### config.mk
export PLATFORM = sky130hd
export DESIGN_NAME = gold_fall_scheduler
export DESIGN_NICKNAME = d
export VERILOG_FILES = /design/src/rtl/gold_pkg.sv /design/src/rtl/gold_wobble_counter.sv /design/src/rtl/gold_fall_scheduler.sv
export SDC_FILE = /design/constraint.sdc
export NUM_CORES = 1
export LEC_CHECK = 0
export CORE_ASPECT_RATIO = 1.25
export CORE_MARGIN = 10
export CORE_UTILIZATION = 49
export CTS_CLUSTER_SIZE = 40
export DETAILED_ROUTE_END_ITERATION = 10
export PLACE_DENSITY = 0.93
export SLEW_MARGIN = 20
export SYNTH_ARGS = -nofsm -noshare
export SYNTH_HDL_FRONTEND = slang
export SYNTH_HIERARCHICAL = 1
export SYNTH_SLANG_ARGS = --single-unit
### constraint.sdc
create_clock -name clk -period 6.6 [get_ports clk]
set_clock_uncertainty 0.2 [all_clocks]
set_input_delay 1.65 -clock clk [delete_from_list [all_inputs] [get_ports clk]]
set_output_delay 1.65 -clock clk [all_outputs]
set_load 0.05 [all_outputs]
### src/rtl/gold_pkg.sv
// Shared types and grid constants for the gold-bag fall scheduler.
package gold_pkg;

  localparam logic [3:0]  GOLD_EATEN = 4'd3;
  localparam int unsigned GRID_COLS  = 20;
  localparam int unsigned GRID_ROWS  = 15;
  localparam int unsigned CELL_SHIFT = 5;
  localparam int unsigned COL_W      = $clog2(GRID_COLS);
  localparam int unsigned ROW_W      = $clog2(GRID_ROWS);

  typedef enum logic [2:0] {IDLE, ISSUE, WAIT, EVAL, DONE} sched_state_t;

  // Pixel coordinate to cell index, rounding to the nearest cell.
  function automatic logic [6:0] cell_of(input logic [10:0] x);
    logic [11:0] s;
    s = {1'b0, x} + 12'd16;
    return s[11:CELL_SHIFT];
  endfunction

endpackage

### src/rtl/gold_wobble_counter.sv
// Per-bag wobble counter: decides can_fall from one support sample per scan.
module gold_wobble_counter #(
  parameter int unsigned WOBBLE_FRAMES = 8
) (
  input  logic clk,
  input  logic reset,
  input  logic eval,
  input  logic supported,
  input  logic aligned,
  input  logic eaten,
  output logic can_fall
);

  localparam int unsigned CNT_W = $clog2(WOBBLE_FRAMES + 1);

  logic [CNT_W-1:0] cnt;

  always_ff @(posedge clk) begin
    if (reset) begin
      cnt      <= '0;
      can_fall <= 1'b0;
    end else if (eval) begin
      if (eaten) begin
        cnt      <= '0;
        can_fall <= 1'b0;
      end else if (can_fall) begin
        // A falling bag only lands once it sits exactly on a cell boundary.
        if (supported && aligned) begin
          cnt      <= '0;
          can_fall <= 1'b0;
        end
      end else if (supported) begin
        cnt <= '0;
      end else if (cnt == CNT_W'(WOBBLE_FRAMES - 1)) begin
        cnt      <= '0;
        can_fall <= 1'b1;
      end else begin
        cnt <= cnt + CNT_W'(1);
      end
    end
  end

endmodule

### src/rtl/gold_fall_scheduler.sv
// Scans every gold bag once per frame over a shared dirt-map read port.
module gold_fall_scheduler
  import gold_pkg::*;
#(
  parameter int unsigned N_BAGS        = 4,
  parameter int unsigned WOBBLE_FRAMES = 8
) (
  input  logic                  clk,
  input  logic                  reset,
  input  logic                  startOfFrame,
  input  logic [11*N_BAGS-1:0]  goldTLX,
  input  logic [11*N_BAGS-1:0]  goldTLY,
  input  logic [4*N_BAGS-1:0]   gold_state,
  input  logic [10:0]           diggerTLX,
  input  logic [10:0]           diggerTLY,
  output logic                  map_rd_en,
  output logic [COL_W-1:0]      map_rd_col,
  output logic [ROW_W-1:0]      map_rd_row,
  input  logic                  map_rd_data,
  output logic [N_BAGS-1:0]     can_fall,
  output logic                  scan_busy,
  output logic                  scan_done
);

  localparam int unsigned IDX_W = (N_BAGS > 1) ? $clog2(N_BAGS) : 1;

  sched_state_t     state;
  logic [IDX_W-1:0] idx;
  logic             data_q;
  logic             floor_q;
  logic [6:0]       col_q;
  logic [6:0]       row_below_q;

  // Cell math for the bag about to be issued (bag 0 from IDLE, idx+1 from EVAL).
  logic [IDX_W-1:0] iss_idx;
  logic [10:0]      iss_tlx;
  logic [10:0]      iss_tly;
  logic [6:0]       iss_col;
  logic [6:0]       iss_row_below;
  logic             iss_floor;

  always_comb begin
    iss_idx       = (state == EVAL) ? idx + IDX_W'(1) : '0;
    iss_tlx       = goldTLX[11*iss_idx +: 11];
    iss_tly       = goldTLY[11*iss_idx +: 11];
    iss_col       = cell_of(iss_tlx);
    iss_row_below = 7'(iss_tly >> CELL_SHIFT) + 7'd1;
    iss_floor     = iss_row_below >= 7'(GRID_ROWS);
  end

  logic       supported;
  logic       aligned;
  logic       eaten;
  logic [6:0] dig_col;
  logic [6:0] dig_row;

  always_comb begin
    dig_col   = cell_of(diggerTLX);
    dig_row   = cell_of(diggerTLY);
    supported = floor_q || data_q || ((dig_col == col_q) && (dig_row == row_below_q));
    aligned   = goldTLY[11*idx +: CELL_SHIFT] == '0;
    eaten     = gold_state[4*idx +: 4] == GOLD_EATEN;
  end

  always_ff @(posedge clk) begin
    if (reset) begin
      state       <= IDLE;
      idx         <= '0;
      data_q      <= 1'b0;
      floor_q     <= 1'b0;
      col_q       <= '0;
      row_below_q <= '0;
      map_rd_en   <= 1'b0;
      map_rd_col  <= '0;
      map_rd_row  <= '0;
      scan_busy   <= 1'b0;
      scan_done   <= 1'b0;
    end else begin
      unique case (state)
        IDLE: begin
          if (startOfFrame) begin
            state       <= ISSUE;
            idx         <= '0;
            scan_busy   <= 1'b1;
            map_rd_en   <= 1'b1;
            col_q       <= iss_col;
            row_below_q <= iss_row_below;
            floor_q     <= iss_floor;
            map_rd_col  <= iss_col[COL_W-1:0];
            map_rd_row  <= iss_floor ? ROW_W'(GRID_ROWS - 1) : iss_row_below[ROW_W-1:0];
          end
        end
        ISSUE: begin
          map_rd_en <= 1'b0;
          state     <= WAIT;
        end
        WAIT: begin
          data_q <= map_rd_data;
          state  <= EVAL;
        end
        EVAL: begin
          if (idx == IDX_W'(N_BAGS - 1)) begin
            state     <= DONE;
            scan_done <= 1'b1;
          end else begin
            state       <= ISSUE;
            idx         <= iss_idx;
            map_rd_en   <= 1'b1;
            col_q       <= iss_col;
            row_below_q <= iss_row_below;
            floor_q     <= iss_floor;
            map_rd_col  <= iss_col[COL_W-1:0];
            map_rd_row  <= iss_floor ? ROW_W'(GRID_ROWS - 1) : iss_row_below[ROW_W-1:0];
          end
        end
        DONE: begin
          state     <= IDLE;
          idx       <= '0;
          scan_done <= 1'b0;
          scan_busy <= 1'b0;
        end
        default: state <= IDLE;
      endcase
    end
  end

  for (genvar b = 0; b < N_BAGS; b++) begin : g_bag
    gold_wobble_counter #(
      .WOBBLE_FRAMES (WOBBLE_FRAMES)
    ) u_wobble (
      .clk       (clk),
      .reset     (reset),
      .eval      ((state == EVAL) && (idx == IDX_W'(b))),
      .supported (supported),
      .aligned   (aligned),
      .eaten     (eaten),
      .can_fall  (can_fall[b])
    );
  end

endmodule

Word-level counts from Yosys, hierarchy flattened
Cells that the tools add are included.
Cells by class
  muxes and demuxes: 63
  $lt $le $gt $ge: 1
  $mul: 2
  shifts and indexed selects: 4
  $add $sub $neg: 9
  reductions and logical operators: 25
  equality and inequality tests: 21
Operators by type and width (number)
  44-bit by 7-bit variable part select with 11-bit output: 2
  4-bit two-way mux: 20
  44-bit by 7-bit variable part select with 5-bit output: 1
  11-bit by 5-bit adder with 12-bit output (second input constant): 3
  7-bit two-way mux: 4
  7-bit case mux with 2 select lines: 2
  1-bit two-way mux: 22
  4-bit by 1-bit adder with 4-bit output (second input constant): 4
  4-bit by 3-bit == test with 1-bit output (second input constant): 4
  16-bit by 5-bit variable part select with 4-bit output: 1
  7-bit == test: 2
  4-bit by 2-bit multiplier with 6-bit output (first input constant): 2
  3-bit inequality test (second input constant): 4
  3-bit case mux with 4 select lines: 1
  2-bit AND reduction: 6
  5-bit two-way mux: 2
  5-bit case mux with 2 select lines: 1
  3-bit AND reduction: 3
  4-bit case mux with 2 select lines: 1
  6-bit by 1-bit adder with 7-bit output (second input constant): 1
  7-bit by 4-bit greater-or-equal comparator with 1-bit output (second input constant): 1
  3-bit by 2-bit == test with 1-bit output (second input constant): 2
  1-bit logical AND: 6
  2-bit two-way mux: 3
  other kinds (18): 27
Word-level totals
  input port bits: 130
  word-level logic and storage cells: 144
  bits in registers: 53
  output and inout port bits: 16

Depth between registers and ports, before layout
  depth after elaboration: 9
  gate-level depth with buffers: 14
  mapped depth without buffers: 11

By module
Netlist, hierarchy kept.
By module, submodules not included
  gold_fall_scheduler: area each 2718.9 um^2, cells each 354, times used 1, seq. area each 560.5 um^2
  gold_wobble_counter: area each 295.3 um^2, cells each 32, times used 4, seq. area each 100.1 um^2

Worst setup path before layout
No wires, ideal clock.
  kind: input to register
  from: in diggerTLY[4]
  to: reg g_bag[0].u_wobble.cnt[1]
  stages: 10
  data required time: 6328 ps
  data arrival time: 4496 ps
  buffers on the path: 0
  slack: 1832 ps
  library setup time: 72 ps
  cells stage by stage: ha_1 and2_1 o21ai_0 o311ai_0 o21ai_0 o2111ai_1 o31ai_1 a21oi_1 a21oi_2 mux2i_1
Between the ends
  word-level cells in the longest chain between the ends: 7
  elaborated cells between the ends (all ways): 10
  those cells by class: add/sub (1); eq/ne (2); mux (3); reduce/logical (4)
RTL lines
  from (decl): line gold_fall_scheduler.sv:15  | input logic [10:0] diggerTLY,
  11-bit by 5-bit adder with 12-bit output *: line gold_pkg.sv:16  | s = {1'b0, x} + 12'd16;
  7-bit == test *: line gold_fall_scheduler.sv:60  | supported = floor_q || data_q || ((dig_col == col_q) && (dig_row == row_below_q));
  1-bit logical AND *: line gold_fall_scheduler.sv:60
  1-bit logical OR *: line gold_fall_scheduler.sv:60
  named net supported: line gold_fall_scheduler.sv:51  | logic supported;
  1-bit logical AND / 4-bit two-way mux (equally long branches): line gold_wobble_counter.sv:28, gold_wobble_counter.sv:32
  3-bit inequality test (no source line) / 4-bit two-way mux (equally long branches)
  2-bit AND reduction (no source line) / 4-bit two-way mux (equally long branches)
  to (signal assigned): line gold_wobble_counter.sv:38  | cnt <= cnt + CNT_W'(1);
  to (decl): line gold_wobble_counter.sv:16  | logic [CNT_W-1:0] cnt;
The timed path passes the listed nets; every way through them passes the cells marked *.
A chain may end at the register's enable or synchronous reset.

Worst setup path in the final report
Same ends and word-level chain as after synthesis.

==> impl_metrics.csv <==
group,metric,value,unit
route,drtIter0Drc,228,
placed_design,place_ws,1980,ps
logic_synthesis,avgSynthCellArea,8.09,um^2
cells_and_area,num-nets-final,730,
floorplan,rows,36,
route,ant_nets,0,
cells_and_area,final_cells,683,
clocking,cts_hold_buf,0,
sta,setup_violations,0,
power,seq_power_share,0.362,
clocking,ctsHtreeMaxLevel,2,
logic_synthesis,ys_seq_area_frac,0.246,
route,drt_wl_total,12600,um
logic_synthesis,synth_edf_count,0,
hold_path,hold_class,"reg -> reg",
power,p_int,613,uW
logic_synthesis,synth_warnings,6,
sta,hold_viol,0,
logic_synthesis,synth_nets,625,
logic_synthesis,synth_ff_type,"dfxtp_1",
clocking,cts_buffer_depth,2,
power,p_switching,329,uW
clocking,cts.sinks,48,
run,cap_violations,0,
logic_synthesis,ys_async_sr_fraction,0,
worst_setup_path,crit_type,"in -> reg",
logic_synthesis,syn_inst,482,
power,power.static_leakage,1.81,nW
logic_synthesis,yosysUniqueCellTypes,73,
route,wl_met3,890,um
cells_and_area,final_area,0.00523,mm^2
sta,worst_pin_slew,1090,ps
floorplan,die_area,0.0120,mm^2
global_routing,grt_usage,0.202,
worst_setup_path,cp.buffers_inverters,2,
cells_and_area,num_antenna_cells,0,
floorplan,dieHeight,120,um
power,pwr-share-clk,0.252,
worst_setup_path,reg2reg_slack,2680,ps
floorplan,ios,146,
route,vias,4191,
cells_and_area,drive_gt1_frac,0.0595,
worst_setup_path,critical-path-top-delay-family,"compound AO/OA/AOI/OAI gates",
sta,final.setup.worst_slack,2240,ps
logic_synthesis,synth_top_area_share,0.246,
clocking,cts_buffers,5,
floorplan,die_w,99.8,um
clocking,cts-resized-gates,0,
global_routing,grt_pass1_vias,4284,
worst_setup_path,path_cells,"clkdlybuf4s50_1 -> and2_0 -> nand2_1 -> xnor2_1 -> nor4_1 -> o2111ai_1 -> o31ai_2 -> buf_4 -> a21oi_1 -> a21oi_2 -> mux2i_1",
clocking,cts_tree,"yes",
route,wl_met2,6520,um
placed_design,dp_cells,675,
route,vias_per_cell,6.14,
cells_and_area,area_growth,34.1,%
clocking,root_buffer,"clkbuf_8",
sta,slew_headroom,0.274,
clocking,postCtsSetupBuffers,0,
logic_synthesis,synth_top_cell_by_area,"dfxtp_1",
logic_synthesis,synth.top_cells.by_area,"dfxtp_1 (25%), mux2i_1 (5.4%), ha_1 (4.2%), o21ai_0 (4.0%), a21oi_1 (3.6%)",
floorplan,core,0.00779,mm^2
sta,period_minus_slack,4360,ps
clocking,clk_pin_slew,90,ps
worst_setup_path,cp.arrival,4400,ps
route,wire_per_inst,18.4,um
worst_setup_path,cp-start-kind,"input port",
sta,slew_violations,0,
placed_design,port-buffer-count,121,
power,netSwitchingFraction,0.349,
run_status,status,"finished, final reports clean",
global_routing,antenna_found_initial,0,
worst_setup_path,cp_slowest_cell,"clkdlybuf4s50_1",
sta,fmax,0.230,GHz
global_routing,grt_max_degree,53,
clocking,clock_latency,310,ps
worst_setup_path,crit_fanout,12,
cells_and_area,finalCoreUtilization,0.671,
sta,rsz0062_at_grt,"false",
power,power_density,180,mW/mm^2
power,comb_power_share,0.387,
worst_setup_path,worstPathRequired,6640,ps
power,ir_drop,0.109,mV
route,wl_met1,4900,um
route,routed.top_layer,"met4",
logic_synthesis,synth_area,0.00390,mm^2
worst_setup_path,cp-end-kind,"register",
global_routing,grt_pass1_wl,20500,um
sta,setup-tns-final,0,ps
route,dr.pass1.iters,5,
sta,fin_crit_sh,0.660,
worst_setup_path,max_stage_delay,490,ps
placed_design,place_congestion,0.911,
placed_design,placed_cell_area,0.00510,mm^2
placed_design,dp_hpwl,9890,um
floorplan,initial_core_util,0.500,
route,drc,0,
global_routing,grt.overflow.total,0,
logic_synthesis,ys_ff_latch,48,
## cell usage in the layout, fill, tap and decap left out, types with 11 or more instances in the layout
master,synthesis,final
ha_1,13,13
nor3_1,11,11
dfxtp_1,48,48
o21ai_0,31,31
a211oi_1,14,14
a21oi_1,28,27
nor2_1,37,37
nand2_1,26,26
and3_1,13,13
inv_1,20,20
mux2i_1,21,21
xnor2_1,14,14
clkdlybuf4s50_1,0,120
## logic make-up after synthesis
| logic type | after synthesis | synth area share |
|---|---|---|
| AND/OR/NAND/NOR | 188 | 0.294 |
| AO/OA/AOI/OAI | 138 | 0.244 |
| buffers and inverters | 49 | 0.0632 |
| flip-flops | 48 | 0.246 |
| XOR/XNOR | 23 | 0.0517 |
| multiplexers | 23 | 0.0597 |
| adder cells (fa/ha/maj) | 13 | 0.0417 |
## power by group through the flow
stage               Combinational [mW]  Clock (mW)  Sequential (mW)
global route                     0.392       0.249            0.345
CTS                              0.363       0.238            0.340
detailed placement               0.361           0            0.346
global placement                 0.350           0            0.345
floorplan                        0.216           0            0.359
finish                           0.364       0.237            0.341
## worst paths after layout
path                                   start                       end  cells after the start
worst max register to register        idx[1]             map_rd_row[1]                      8
worst min register to register     scan_busy                 scan_busy                      2
worst min-delay path               scan_busy                 scan_busy                      2
worst max-delay path            diggerTLY[4]  g_bag[0].u_wobble/cnt[1]                     11
## worst register-to-register path, delay by kind of cell (launching register included)
| kind | cells | cell delay (ps) |
|---|---|---|
| flops | 1 | 560 |
| compound gates | 4 | 1270 |
| fa+ha+maj | 1 | 440 |
| buf+inv | 1 | 160 |
| simple gates | 2 | 1120 |
## stage by stage
| stage | power, mW | hold slack [ps] |
|---|---|---|
| after floorplan | 0.575 | 251 |
| after global placement | 0.695 | 268 |
| after detailed placement | 0.707 | 259 |
| after CTS | 0.940 | 275 |
| after global routing | 0.986 | 299 |
| final | 0.942 | 271 |
## synth_stat cells (9+ instances only)
cell,n
dfxtp_1,48
nor2_1,37
o21ai_0,31
a21oi_1,28
nand2_1,26
mux2i_1,21
inv_1,20
a211oi_1,14
xnor2_1,14
and3_1,13
ha_1,13
nor3_1,11
and2_1,10
clkbuf_1,10
nand2b_1,10
nand3_1,10
nand4_1,9
xor2_1,9
## layout make-up
type                    instances  area [um^2]
repair buffers                125         1240
fillers                       637         2560
flip-flops and latches         48          961
multi-input cells             385         2700
clock buffers                   7         96.3
well taps                      95          119
clock inverters                 1         30.0
inverters                      22         85.1
## state kept, by name, summed over array words and instances (netlist names)
name and cells:
g_bag.u_wobble/cnt 16, row_below_q 7, g_bag.u_wobble/can_fall 4, map_rd_col 4
map_rd_row 4, col_q 3, state 3, idx 2
data_q 1, floor_q 1, map_rd_en 1, scan_busy 1
scan_done 1
## per-layer routing
| metal | track usage | vias to the layer above |
|---|---|---|
| met1 | 0.219 | 1980 |
| met5 | 0 | - |
| li1 | - | 2014 |
| met3 | 0.0408 | 26 |
| met4 | 0.0682 | 0 |
| met2 | 0.374 | 171 |
Note: power is estimated with default switching activity, not from simulation.
